File: src/rtl/cronometro_bcd.sv
// cronometro_bcd: BCD stopwatch (00:00..59:59) advanced by rising edges of an async divided clock.
// Optional lap freeze of the displayed digits is enabled with `define CRONO_LAP_EN.
module cronometro_bcd #(
    parameter int TICKS_PER_SEC = 1
) (
    input  logic       clk,
    input  logic       rst_n,
    input  logic       tick_in,
    input  logic       start_stop,
    input  logic       clear,
`ifdef CRONO_LAP_EN
    input  logic       lap,
`endif
    output logic [3:0] sec_u,
    output logic [3:0] sec_t,
    output logic [3:0] min_u,
    output logic [3:0] min_t,
    output logic       running,
    output logic       wrap
);
    typedef enum logic [1:0] {IDLE, RUN, PAUSE} state_t;
    state_t state;
    logic s1, s2, s3;
    logic [1:0] warm;
    logic [7:0] pre;
    logic [3:0] su, st, mu, mt;
    logic tick_edge, inc, last;
    // warm masks the spurious edge a tick_in already high at reset release would create
    assign tick_edge = s2 & ~s3 & (warm == 2'd3);
    assign inc = (state == RUN) && tick_edge && (pre == 8'(TICKS_PER_SEC - 1));
    assign last = {mt, mu, st, su} == 16'h5959;
    always_ff @(posedge clk or negedge rst_n) begin
        if (!rst_n) begin
            s1 <= 1'b0;
            s2 <= 1'b0;
            s3 <= 1'b0;
            warm <= 2'd0;
        end else begin
            s1 <= tick_in;
            s2 <= s1;
            s3 <= s2;
            warm <= (warm == 2'd3) ? warm : warm + 2'd1;
        end
    end
    always_ff @(posedge clk or negedge rst_n) begin
        if (!rst_n) begin
            state <= IDLE;
            running <= 1'b0;
            wrap <= 1'b0;
            pre <= 8'd0;
            {mt, mu, st, su} <= 16'h0000;
        end else if (clear) begin
            state <= IDLE;
            running <= 1'b0;
            wrap <= 1'b0;
            pre <= 8'd0;
            {mt, mu, st, su} <= 16'h0000;
        end else begin
            wrap <= 1'b0;
            if (start_stop) begin
                state <= (state == RUN) ? PAUSE : RUN;
                running <= state != RUN;
            end else if (state == RUN && tick_edge) begin
                pre <= inc ? 8'd0 : pre + 8'd1;
                if (inc) begin
                    su <= (su == 4'd9) ? 4'd0 : su + 4'd1;
                    if (su == 4'd9) begin
                        st <= (st == 4'd5) ? 4'd0 : st + 4'd1;
                        if (st == 4'd5) begin
                            mu <= (mu == 4'd9) ? 4'd0 : mu + 4'd1;
                            if (mu == 4'd9)
                                mt <= (mt == 4'd5) ? 4'd0 : mt + 4'd1;
                        end
                    end
                    wrap <= last;
                end
            end
        end
    end
`ifdef CRONO_LAP_EN
    logic frozen;
    logic [15:0] shadow;
    always_ff @(posedge clk or negedge rst_n) begin
        if (!rst_n) begin
            frozen <= 1'b0;
            shadow <= 16'h0000;
        end else if (clear) begin
            frozen <= 1'b0;
        end else if (lap && state == RUN) begin
            frozen <= ~frozen;
            if (!frozen)
                shadow <= {mt, mu, st, su};
        end
    end
    assign {min_t, min_u, sec_t, sec_u} = frozen ? shadow : {mt, mu, st, su};
`else
    assign {min_t, min_u, sec_t, sec_u} = {mt, mu, st, su};
`endif
endmodule
File: config.mk
export PLATFORM = sky130hd
export DESIGN_NAME = cronometro_bcd
export DESIGN_NICKNAME = d
export VERILOG_FILES = /design/src/rtl/cronometro_bcd.sv
export SDC_FILE = /design/constraint.sdc
export NUM_CORES = 1
export LEC_CHECK = 0
export ABC_CLOCK_PERIOD_IN_PS = 4000
export BUFFER_PORTS_ARGS = -buffer_cell sky130_fd_sc_hd__buf_2
export CAP_MARGIN = 25
export CORE_MARGIN = 3
export CORE_UTILIZATION = 50
export CTS_BUF_LIST = sky130_fd_sc_hd__clkbuf_8 sky130_fd_sc_hd__clkbuf_16
export DETAILED_ROUTE_END_ITERATION = 8
export PLACE_DENSITY = 0.71
export SLEW_MARGIN = 10
export SYNTH_ARGS = -nofsm -noshare
export SYNTH_HDL_FRONTEND = slang
export SYNTH_SLANG_ARGS = --single-unit
export TNS_END_PERCENT = 100
File: constraint.sdc
create_clock -name clk -period 4 [get_ports clk]
set_clock_uncertainty 0.15 [all_clocks]
set_input_delay 0.2 -clock clk [delete_from_list [all_inputs] [get_ports clk]]
set_output_delay 0.2 -clock clk [all_outputs]
set_load 0.05 [all_outputs]
==> results of run 1 <==
==> logic make-up (layout without fill, tap and decap cells) <==
family	after synthesis	count (layout)	share of synthesized area [%]
simple gates	69	69	26.2
compound gates	44	44	15.6
flops	32	32	46.0
buf+inv	15	40	3.23
fa+ha+maj	7	7	5.03
mux	5	5	3.02
xor+xnor	2	2	1.01
==> Yosys cell counts, types with 3 or more instances <==
library cell / n / area share, %
sky130_fd_sc_hd__ha_1: 7 / 5.0
sky130_fd_sc_hd__o31ai_1: 4 / 1.7
sky130_fd_sc_hd__nand4_1: 3 / 1.1
sky130_fd_sc_hd__o21ai_0: 9 / 2.6
sky130_fd_sc_hd__nor4_1: 3 / 1.1
sky130_fd_sc_hd__or3_1: 5 / 1.8
sky130_fd_sc_hd__nor2_1: 7 / 1.5
sky130_fd_sc_hd__or4_1: 6 / 2.6
sky130_fd_sc_hd__inv_1: 9 / 1.9
sky130_fd_sc_hd__nand3_1: 9 / 2.6
sky130_fd_sc_hd__a21oi_1: 19 / 5.5
sky130_fd_sc_hd__dfrtp_1: 32 / 46
sky130_fd_sc_hd__nor2b_1: 3 / 1.1
sky130_fd_sc_hd__clkbuf_1: 6 / 1.3
sky130_fd_sc_hd__mux2i_1: 3 / 1.7
sky130_fd_sc_hd__nand2_1: 8 / 1.7
==> cell type report <==
cell class	instances	area share, %
Timing Repair Buffer	24	6.50
Clock buffer	7	4.82
Inverter	9	1.69
Tap cell	44	2.75
Sequential cell	32	40.0
Multi-Input combinational cell	127	44.2
==> critical path, cell delays in order, from the launching register on <==
cell and delay, ns:
sky130_fd_sc_hd__dfrtp_1 0.37, sky130_fd_sc_hd__ha_1 0.25, sky130_fd_sc_hd__and4bb_2 0.31, sky130_fd_sc_hd__nand3_1 0.46
sky130_fd_sc_hd__or4_1 0.68, sky130_fd_sc_hd__a21oi_1 0.16
==> stage by stage <==
step / instances / power (uW) / setup slack [ns]
detailed placement: 234 / 380 / 1.56
CTS: 243 / 647 / 1.54
global route: 243 / 670 / 1.34
finish: 243 / 640 / 1.54
floorplan: 174 / 362 / 1.75
global placement: 234 / 378 / 1.68
==> path summary, 6_finish.rpt <==
kind,from,to,slack (ns),cells after the start
worst max-delay path,warm[0],sec_t[1],1.54,5
worst min-delay path,start_stop,state[0],0.06,2
worst max register to register,warm[0],sec_t[1],1.54,5
worst min register to register,s1,s2,0.21,0
max in group asynchronous,rst_n,sec_u[1],2.87,2
min in group asynchronous,rst_n,state[0],0.36,2
==> state kept, by name, summed over array words and instances, names as in the netlist <==
name,count
sec_t,4
min_u,4
warm,2
s1,1
s3,1
min_t,4
s2,1
wrap,1
pre,8
sec_u,4
state,2
==> power breakdown <==
part           internal (uW)  switching (uW)  leakage (uW)
clock network            153             113     0.0000503
registers                328            5.45      0.000428
logic                   12.3            29.3      0.000394
total                    493             147      0.000872
==> metal layers <==
layer | track usage [%] | share of wire, %
met5 | 0 | 0
met2 | 32.4 | 48
met4 | 7.77 | 1.2
met1 | 27.5 | 44
met3 | 3.64 | 6.4
==> repair_timing <==
action,CTS,global route
endpoints found under the setup margin,0,0
gates resized for setup,0,0
hold endpoints to repair,33,0
hold buffers,2,0
==> out/summary.txt, run 1 <==
============================================================================
Status                                                          finished, final reports clean
Max H-tree Level                                                           2
Post-synth cell types                                                     47
Most frequently used flop master after synthesis                sky130_fd_sc_hd__dfrtp_1
Warnings, synthesis                                                        0
Final net count                                                          211
Syn_area_per_cell                                                   10.0 um2
Detail Placement HPWL                                                2680 um
Longest Clk Path Bufs                                                      2
Post-synthesis sequential area ratio                                   46.0%
Overall Global Routing Usage                                           20.3%
Starting density of the core                                           54.8%
Die Y                                                                65.0 um
Number of placement rows                                                  20
Fraction of layout cells with a size suffix above 1                    18.6%
Detailed-route vias per instance                                        6.11
Mapped Nets                                                              186
Cell area after synthesis                                        0.00174 mm2
Cells after synthesis                                                    174
Post-CTS Setup Repair Bufs                                                 0
DRT antenna net count                                                      0
Drt pass-1 iters                                                           4
Routed wire length per instance                                      15.8 um
Pin count of the biggest net entering global routing                      33
Slew at the pin closest to its max-slew limit                       0.731 ns
Clock tree from TritonCTS                                              built
Top library cells by usage in the layout, fill and taps aside   32 x sky130_fd_sc_hd__dfrtp_1, 22 x sky130_fd_sc_hd__buf_2, 19 x sky130_fd_sc_hd__a21oi_1
Period utilisation layout                                              61.5%
Vias                                                                    1485
Ratio of total power to cell area                                 320 mW/mm2
CTS sink count                                                            32
Die Footprint                                                    0.00423 mm2
Post-detailed-placement cell area                                0.00188 mm2
Commonest non-fill, non-tap cell in the layout                  sky130_fd_sc_hd__dfrtp_1
Required time worst endpoint                                         4.05 ns
Worst endpoint data arrival time                                     2.51 ns
Clock tree root driver cell                                     sky130_fd_sc_hd__clkbuf_8
Antenna violations before repair                                           0
Maximum net fanout on the critical path                                   19
Number of clock buffers inserted by TritonCTS                              5
Number of fill cells in the layout                                       270
Final count of hold timing violations                                      0
F_max                                                                406 MHz
Final Max Tran Viols                                                       0
Detailed-route DRC error count                                             0
Global route overflow                                                      0
HP Class                                                              in2reg
Clock latency on the worst-skew pair                                 0.28 ns
Final-layout setup total negative slack                                 0 ns
Final WL                                                             3830 um
Routability congestion estimate from global placement                  0.833
Clk pin slew, worst setup/hold paths                                 0.06 ns
Startpoint types                                                   flip-flop
Count of port buffers added during placement                              22
Post-Layout Inst Area                                            0.00200 mm2
Number of global-route vias before repair                               1434
Minimum hold slack                                                 0.0646 ns
Max-cap check violation count                                              0
Max-slew headroom at the worst pin                                     51.2%
Area occupied by multi-input gates                                   885 um2
Core area                                                        0.00318 mm2
Final standard cell utilization of the core                            63.0%
Sequential Area                                                      801 um2
Endpoint class of the critical path                                flip-flop
Async S/R FF share, synth                                               100%
Worst supply voltage drop on vdd                                  0.000194 V
Violation count after the first detailed-routing iteration                92
Setup repair after global routing missed its margin                    false
Start-to-end type of the worst setup path                            reg2reg
Global-route wire length before repair                               6670 um
Top-Level Pins                                                            23
Leakage power of the design                                      0.000872 uW
Layout overhead on the synthesized area                                14.9%
Final count of negative-setup-slack endpoints                              0
Horiz. Die Dim                                                       65.0 um
Number of flops mapped to enable cells by yosys                            0
Min Tclk post-route                                                  2.46 ns
Ant diodes                                                                 0
Synth Register Bits                                                       32
============================================================================
No activity file was read; power rests on OpenSTA's default activity.
==> inputs of run 2 (changes only) <==
ABC_CLOCK_PERIOD_IN_PS = 2280   (was 4000)
clock period = 2.28 ns   (was 4 ns; I/O delays follow)
==> run 2 against run 1 <==
  * Sequential power up 75%
  * Combinational power up 87%
  * Sequential share of layout area down 0.25 points
==> out/summary.txt, run 2 (synthesis gave the netlist of run 1 again) <==
==================================================================================
Drt pass-1 iters                                                                 4
Final Max Tran Viols                                                             0
Cells on Worst Hold Path                                                         2
Violation count after the first detailed-routing iteration                     101
Clk pin slew, worst setup/hold paths                                       0.06 ns
Detailed-route DRC error count                                                   0
Final WL                                                                   3830 um
Worst-case hold path end point                                              pre[5]
Number of placement rows                                                        20
Global-route wire length before repair                                     6620 um
Detailed-route vias per instance                                              5.92
Clk network pwr share                                                        36.4%
Period utilisation layout                                                    93.8%
F_max                                                                      467 MHz
Clock latency on the worst-skew pair                                       0.28 ns
Status                                                                finished, final reports clean
Final count of hold timing violations                                            0
Register with the highest flop count                                           pre
# resized after CTS                                                              0
Sw Ratio                                                                     23.5%
Commonest non-fill, non-tap cell in the layout                        sky130_fd_sc_hd__dfrtp_1
Routed wire length per instance                                            15.6 um
Global route overflow                                                            0
Critical R2R Capture                                                      min_u[1]
Worst supply voltage drop on vdd                                        0.000411 V
Required time worst endpoint                                               2.33 ns
Die Y                                                                      65.0 um
Worst path slowest cell                                               sky130_fd_sc_hd__or4_1
Final Power                                                                1040 uW
Count of port buffers added during placement                                    22
Layout overhead on the synthesized area                                      15.6%
Number of cells traversed by the worst register-to-register path                 6
Top-Level Pins                                                                  23
Max H-tree Level                                                                 2
Max-slew headroom at the worst pin                                           51.7%
Maximum net fanout on the critical path                                         19
Switching power summed over all nets                                        245 uW
Clock tree from TritonCTS                                                    built
Ant diodes                                                                       0
FF-to-FF Start                                                             warm[0]
Antenna violations before repair                                                 0
Final count of negative-setup-slack endpoints                                    0
Final-layout setup total negative slack                                       0 ns
Final net count                                                                216
HP Class                                                                    in2reg
Internal reg-to-reg setup slack                                            0.14 ns
DRT antenna net count                                                            0
CTS sink count                                                                  32
Logic gate share of total power                                               7.4%
Setup repair after global routing missed its margin                          false
Detail Placement HPWL                                                      2660 um
Sequential group share of total power                                        56.1%
Number of global-route vias before repair                                     1418
Core area                                                              0.00318 mm2
Number of clock buffers inserted by TritonCTS                                    5
Post-CTS Setup Repair Bufs                                                       0
Ratio of total power to cell area                                       517 mW/mm2
Worst endpoint data arrival time                                           2.19 ns
Leakage power of the design                                            0.000880 uW
Internal Dissipation                                                        796 uW
Starting density of the core                                                 54.8%
Clock tree root driver cell                                           sky130_fd_sc_hd__clkbuf_8
Startpoint types                                                         flip-flop
Pin count of the biggest net entering global routing                            33
Top library cells by usage in the layout, fill and taps aside         32 x sky130_fd_sc_hd__dfrtp_1, 22 x sky130_fd_sc_hd__buf_2, 19 x sky130_fd_sc_hd__a21oi_1
Vias                                                                          1456
Fraction of layout cells with a size suffix above 1                          19.3%
Slew at the pin closest to its max-slew limit                             0.725 ns
Start-to-end type of the worst setup path                                  reg2reg
Overall Global Routing Usage                                                 20.5%
Critical path's largest stage delay                                        0.52 ns
Routability congestion estimate from global placement                        0.814
Die Footprint                                                          0.00423 mm2
Longest Clk Path Bufs                                                            2
Horiz. Die Dim                                                             65.0 um
Min Tclk post-route                                                        2.14 ns
CP cell instances                                                     ha_1 > and4bb_2 > nand3_1 > buf_4 > or4_1 > a21oi_1
HP Start                                                                     clear
Max-cap check violation count                                                    0
Flip-flop count of the largest register, all copies and words added              8
Endpoint class of the critical path                                      flip-flop
==================================================================================
[run 2: cell types whose count changed in the layout (fill, tap and decap cells not counted)]
cell and change:
sky130_fd_sc_hd__dlygate4sd3_1 +1, sky130_fd_sc_hd__clkbuf_8 -2, sky130_fd_sc_hd__buf_4 +4
[run 2: worst max-delay path, delay by kind of cell, from the launching register on]
| family | cells | cell delay, ns |
|---|---|---|
| buffers and inverters | 1 | 0.21 |
| AND/OR/NAND/NOR | 3 | 0.93 |
| adder cells (fa/ha/maj) | 1 | 0.25 |
| flip-flops | 1 | 0.36 |
| AO/OA/AOI/OAI | 1 | 0.16 |
[run 2: power groups by stage]
stage / sequential [uW] / combinational [uW] / clock, uW
finish: 584 / 77.5 / 379
global route: 585 / 85.8 / 433
detailed placement: 594 / 73.9 / 0
CTS: 584 / 78.1 / 394
floorplan: 599 / 37.0 / 0
global placement: 594 / 71.9 / 0
[run 2: final cells by class]
type / instances / area (um2)
Inverter: 9 / 33.8
Sequential cell: 32 / 801
Clock buffer: 5 / 68.8
Fill cell: 279 / 1160
Timing Repair Buffer: 29 / 170
Multi-Input combinational cell: 127 / 885
Tap cell: 44 / 55.1
[run 2: worst max-delay path by stage]
stage	startpoint	end	depth (start not counted)
floorplan	sec_t[0]	min_t[3]	6
global placement	warm[0]	min_u[2]	6
detailed placement	warm[0]	min_u[2]	6
CTS	warm[0]	min_u[2]	6
global route	pre[0]	min_t[3]	7
finish	warm[0]	min_u[1]	6
[run 2: per-layer routing]
layer	wire, um	vias up	global-route usage [%]
li1	-	717	-
met1	1810	702	26.8
met2	1780	33	31.7
met3	182	4	6.24
met4	48	0	8.29
met5	0	-	0
[run 2: stage by stage]
step | instances | setup WS, ns | utilization, % | hold slack, ns | instance area (um2)
detailed placement | 238 | 0.158 | 60.2 | 0.0577 | 1910
CTS | 246 | 0.142 | 63.3 | 0.135 | 2010
floorplan | 174 | 0.0347 | - | -0.332 | 1740
global placement | 238 | 0.237 | 60.2 | 0.0549 | 1910
finish | 246 | 0.141 | 63.3 | 0.151 | 2010
global route | 246 | 0.00570 | 63.3 | 0.169 | 2010
[run 2: timing repair]
action | in CTS | in global routing
hold endpoints to repair | 34 | 0
endpoints found under the setup margin | 0 | 1
hold buffers | 3 | 0
==> inputs of run 3 (changes only) <==
ABC_CLOCK_PERIOD_IN_PS = 1700   (was 2280)
CORE_UTILIZATION = 51   (was 50)
PLACE_DENSITY = 0.75   (was 0.71)
clock period = 1.7 ns   (was 2.28 ns; I/O delays follow)
==> run 3 against run 2 <==
  * The run now ends with setup timing left
  * Via count grew 41%
  * Clock power rose by 78%
  * Sequential power up 33%
  * Setup slack got worse by 0.50 ns
  * Combinational power rose to 2.8 times the previous value
  * Critical endpoint is now sec_u[2]
  * Largest power group unchanged
==> out/summary.txt, run 3 (synthesis gave the netlist of run 1 again) <==
==================================================================================
Leakage power of the design                                             0.00124 uW
Final WL                                                                   7480 um
Clock latency on the worst-skew pair                                       0.30 ns
Number of cells traversed by the worst register-to-register path                 5
Final Max Tran Viols                                                             0
Final count of negative-setup-slack endpoints                                   24
Violation count after the first detailed-routing iteration                     219
Layout overhead on the synthesized area                                      64.9%
Top-Level Pins                                                                  23
Fraction of layout cells with a size suffix above 1                          58.2%
Routed wire length per instance                                            24.5 um
Global-route wire length before repair                                     9910 um
Critical R2R Capture                                                      sec_u[2]
HP Start                                                                     clear
Global route overflow                                                            0
Clock tree root driver cell                                           sky130_fd_sc_hd__clkbuf_8
Required time worst endpoint                                               1.77 ns
F_max                                                                      486 MHz
Register with the highest flop count                                           pre
Number of placement rows                                                        20
Worst endpoint data arrival time                                           2.12 ns
Status                                                                complete, but fails checks
Detailed-route vias per instance                                              6.73
HP Class                                                                    in2reg
Final net count                                                                273
Final worst slack                                                        -0.357 ns
Starting density of the core                                                 55.2%
Worst supply voltage drop on vdd                                        0.000684 V
Routability congestion estimate from global placement                        0.862
Commonest non-fill, non-tap cell in the layout                        sky130_fd_sc_hd__buf_4
Horiz. Die Dim                                                             64.4 um
Top library cells by usage in the layout, fill and taps aside         51 x sky130_fd_sc_hd__buf_4, 22 x sky130_fd_sc_hd__buf_2, 22 x sky130_fd_sc_hd__dfrtp_1
Antenna violations before repair                                                 0
Maximum net fanout on the critical path                                          9
Longest Clk Path Bufs                                                            2
Worst-case hold path end point                                              pre[7]
Clk pin slew, worst setup/hold paths                                       0.07 ns
Number of global-route vias before repair                                     1996
Die Y                                                                      64.4 um
Cells on Worst Hold Path                                                         2
Number of fill cells in the layout                                             123
Setup repair after global routing missed its margin                           true
Post-Layout Inst Area                                                  0.00287 mm2
Die Footprint                                                          0.00415 mm2
DRT antenna net count                                                            0
Min Tclk post-route                                                        2.06 ns
Max-cap check violation count                                                    0
Count of port buffers added during placement                                    22
Post-detailed-placement cell area                                      0.00232 mm2
Overall Global Routing Usage                                                 32.3%
Ratio of total power to cell area                                       582 mW/mm2
Pin count of the biggest net entering global routing                            33
CTS sink count                                                                  32
Start-to-end type of the worst setup path                                  reg2reg
Period utilisation layout                                                     121%
FF-to-FF Start                                                              pre[7]
Flip-flop count of the largest register, all copies and words added              8
Slew at the pin closest to its max-slew limit                             0.728 ns
Violated checks                                                       setup timing
Vias                                                                          2053
Core area                                                              0.00315 mm2
Final count of hold timing violations                                            0
Detail Placement HPWL                                                      3350 um
Endpoint class of the critical path                                      flip-flop
Max H-tree Level                                                                 2
Drt pass-1 iters                                                                 5
Max-slew headroom at the worst pin                                           51.5%
Number of clock buffers inserted by TritonCTS                                    5
Internal reg-to-reg setup slack                                           -0.36 ns
Ant diodes                                                                       0
Startpoint types                                                         flip-flop
Final-layout setup total negative slack                                   -5.36 ns
Detailed-route DRC error count                                                   0
Clock tree from TritonCTS                                                    built
==================================================================================
## run 3: cell types whose count changed in the layout (fill, tap and decap cells not counted), moves of 4 or more
cell | previous run | this run
sky130_fd_sc_hd__a21oi_1 | 19 | 8
sky130_fd_sc_hd__a21oi_2 | 0 | 11
sky130_fd_sc_hd__buf_4 | 4 | 51
sky130_fd_sc_hd__buf_6 | 0 | 8
sky130_fd_sc_hd__dfrtp_1 | 32 | 22
sky130_fd_sc_hd__dfrtp_2 | 0 | 10
sky130_fd_sc_hd__or4_1 | 6 | 2
sky130_fd_sc_hd__or4_4 | 0 | 4
## run 3: critical path, stage by stage, from the launching register on
cell and delay, ns:
sky130_fd_sc_hd__dfrtp_1 0.43, sky130_fd_sc_hd__nor4_4 0.31, sky130_fd_sc_hd__buf_4 0.26, sky130_fd_sc_hd__nand4_1 0.25
sky130_fd_sc_hd__or3_1 0.41, sky130_fd_sc_hd__a21oi_1 0.17
## run 3: worst max path at each step
stage | startpoint | to | slack, ns | depth (start not counted)
CTS | sec_u[1] | sec_t[0] | -0.20 | 5
floorplan | sec_t[1] | min_u[2] | -0.24 | 7
global route | pre[7] | sec_u[1] | -0.40 | 6
detailed placement | warm[1] | sec_t[3] | -0.34 | 5
finish | pre[7] | sec_u[2] | -0.36 | 5
global placement | warm[1] | min_u[1] | -0.22 | 5
## run 3: metal layers
metal	share of wire, %	wire length (um)	track usage [%]
met4	4.8	357	20.6
met1	38	2820	35.8
met3	7.2	538	8.49
met2	50	3760	54.5
met5	0	0	0
## run 3: layout make-up
class | instances | area [um2] | share of cell area (%)
Tap cell | 44 | 55.1 | 1.92
Clock buffer | 7 | 96.3 | 3.36
Timing Repair Buffer | 85 | 628 | 21.9
Inverter | 9 | 33.8 | 1.18
Multi-Input combinational cell | 128 | 1240 | 43.4
Sequential cell | 32 | 813 | 28.3
## run 3: power by group
group | switching (uW) | internal, uW
clock network | 315 | 361
logic | 131 | 87.4
registers | 6.70 | 771
total | 453 | 1220
## run 3: stage by stage
step	hold slack, ns	cells	util, %	worst slack [ns]	total power [uW]
finish	0.0764	305	91.1	-0.357	1670
global route	0.0974	305	91.1	-0.404	1710
CTS	0.0571	299	84.9	-0.205	1610
detailed placement	0.0228	282	73.7	-0.341	938
global placement	0.0176	282	73.7	-0.216	933
floorplan	-0.361	174	-	-0.237	857
## run 3: repair_timing
action | CTS | global route
hold endpoints to repair | 35 | 0
setup buffers | 6 | 6
gates cloned | 1 | 0
setup endpoints to repair | 25 | 25
hold buffers | 3 | 0
pin swaps | 22 | 7
resized for setup | 35 | 31
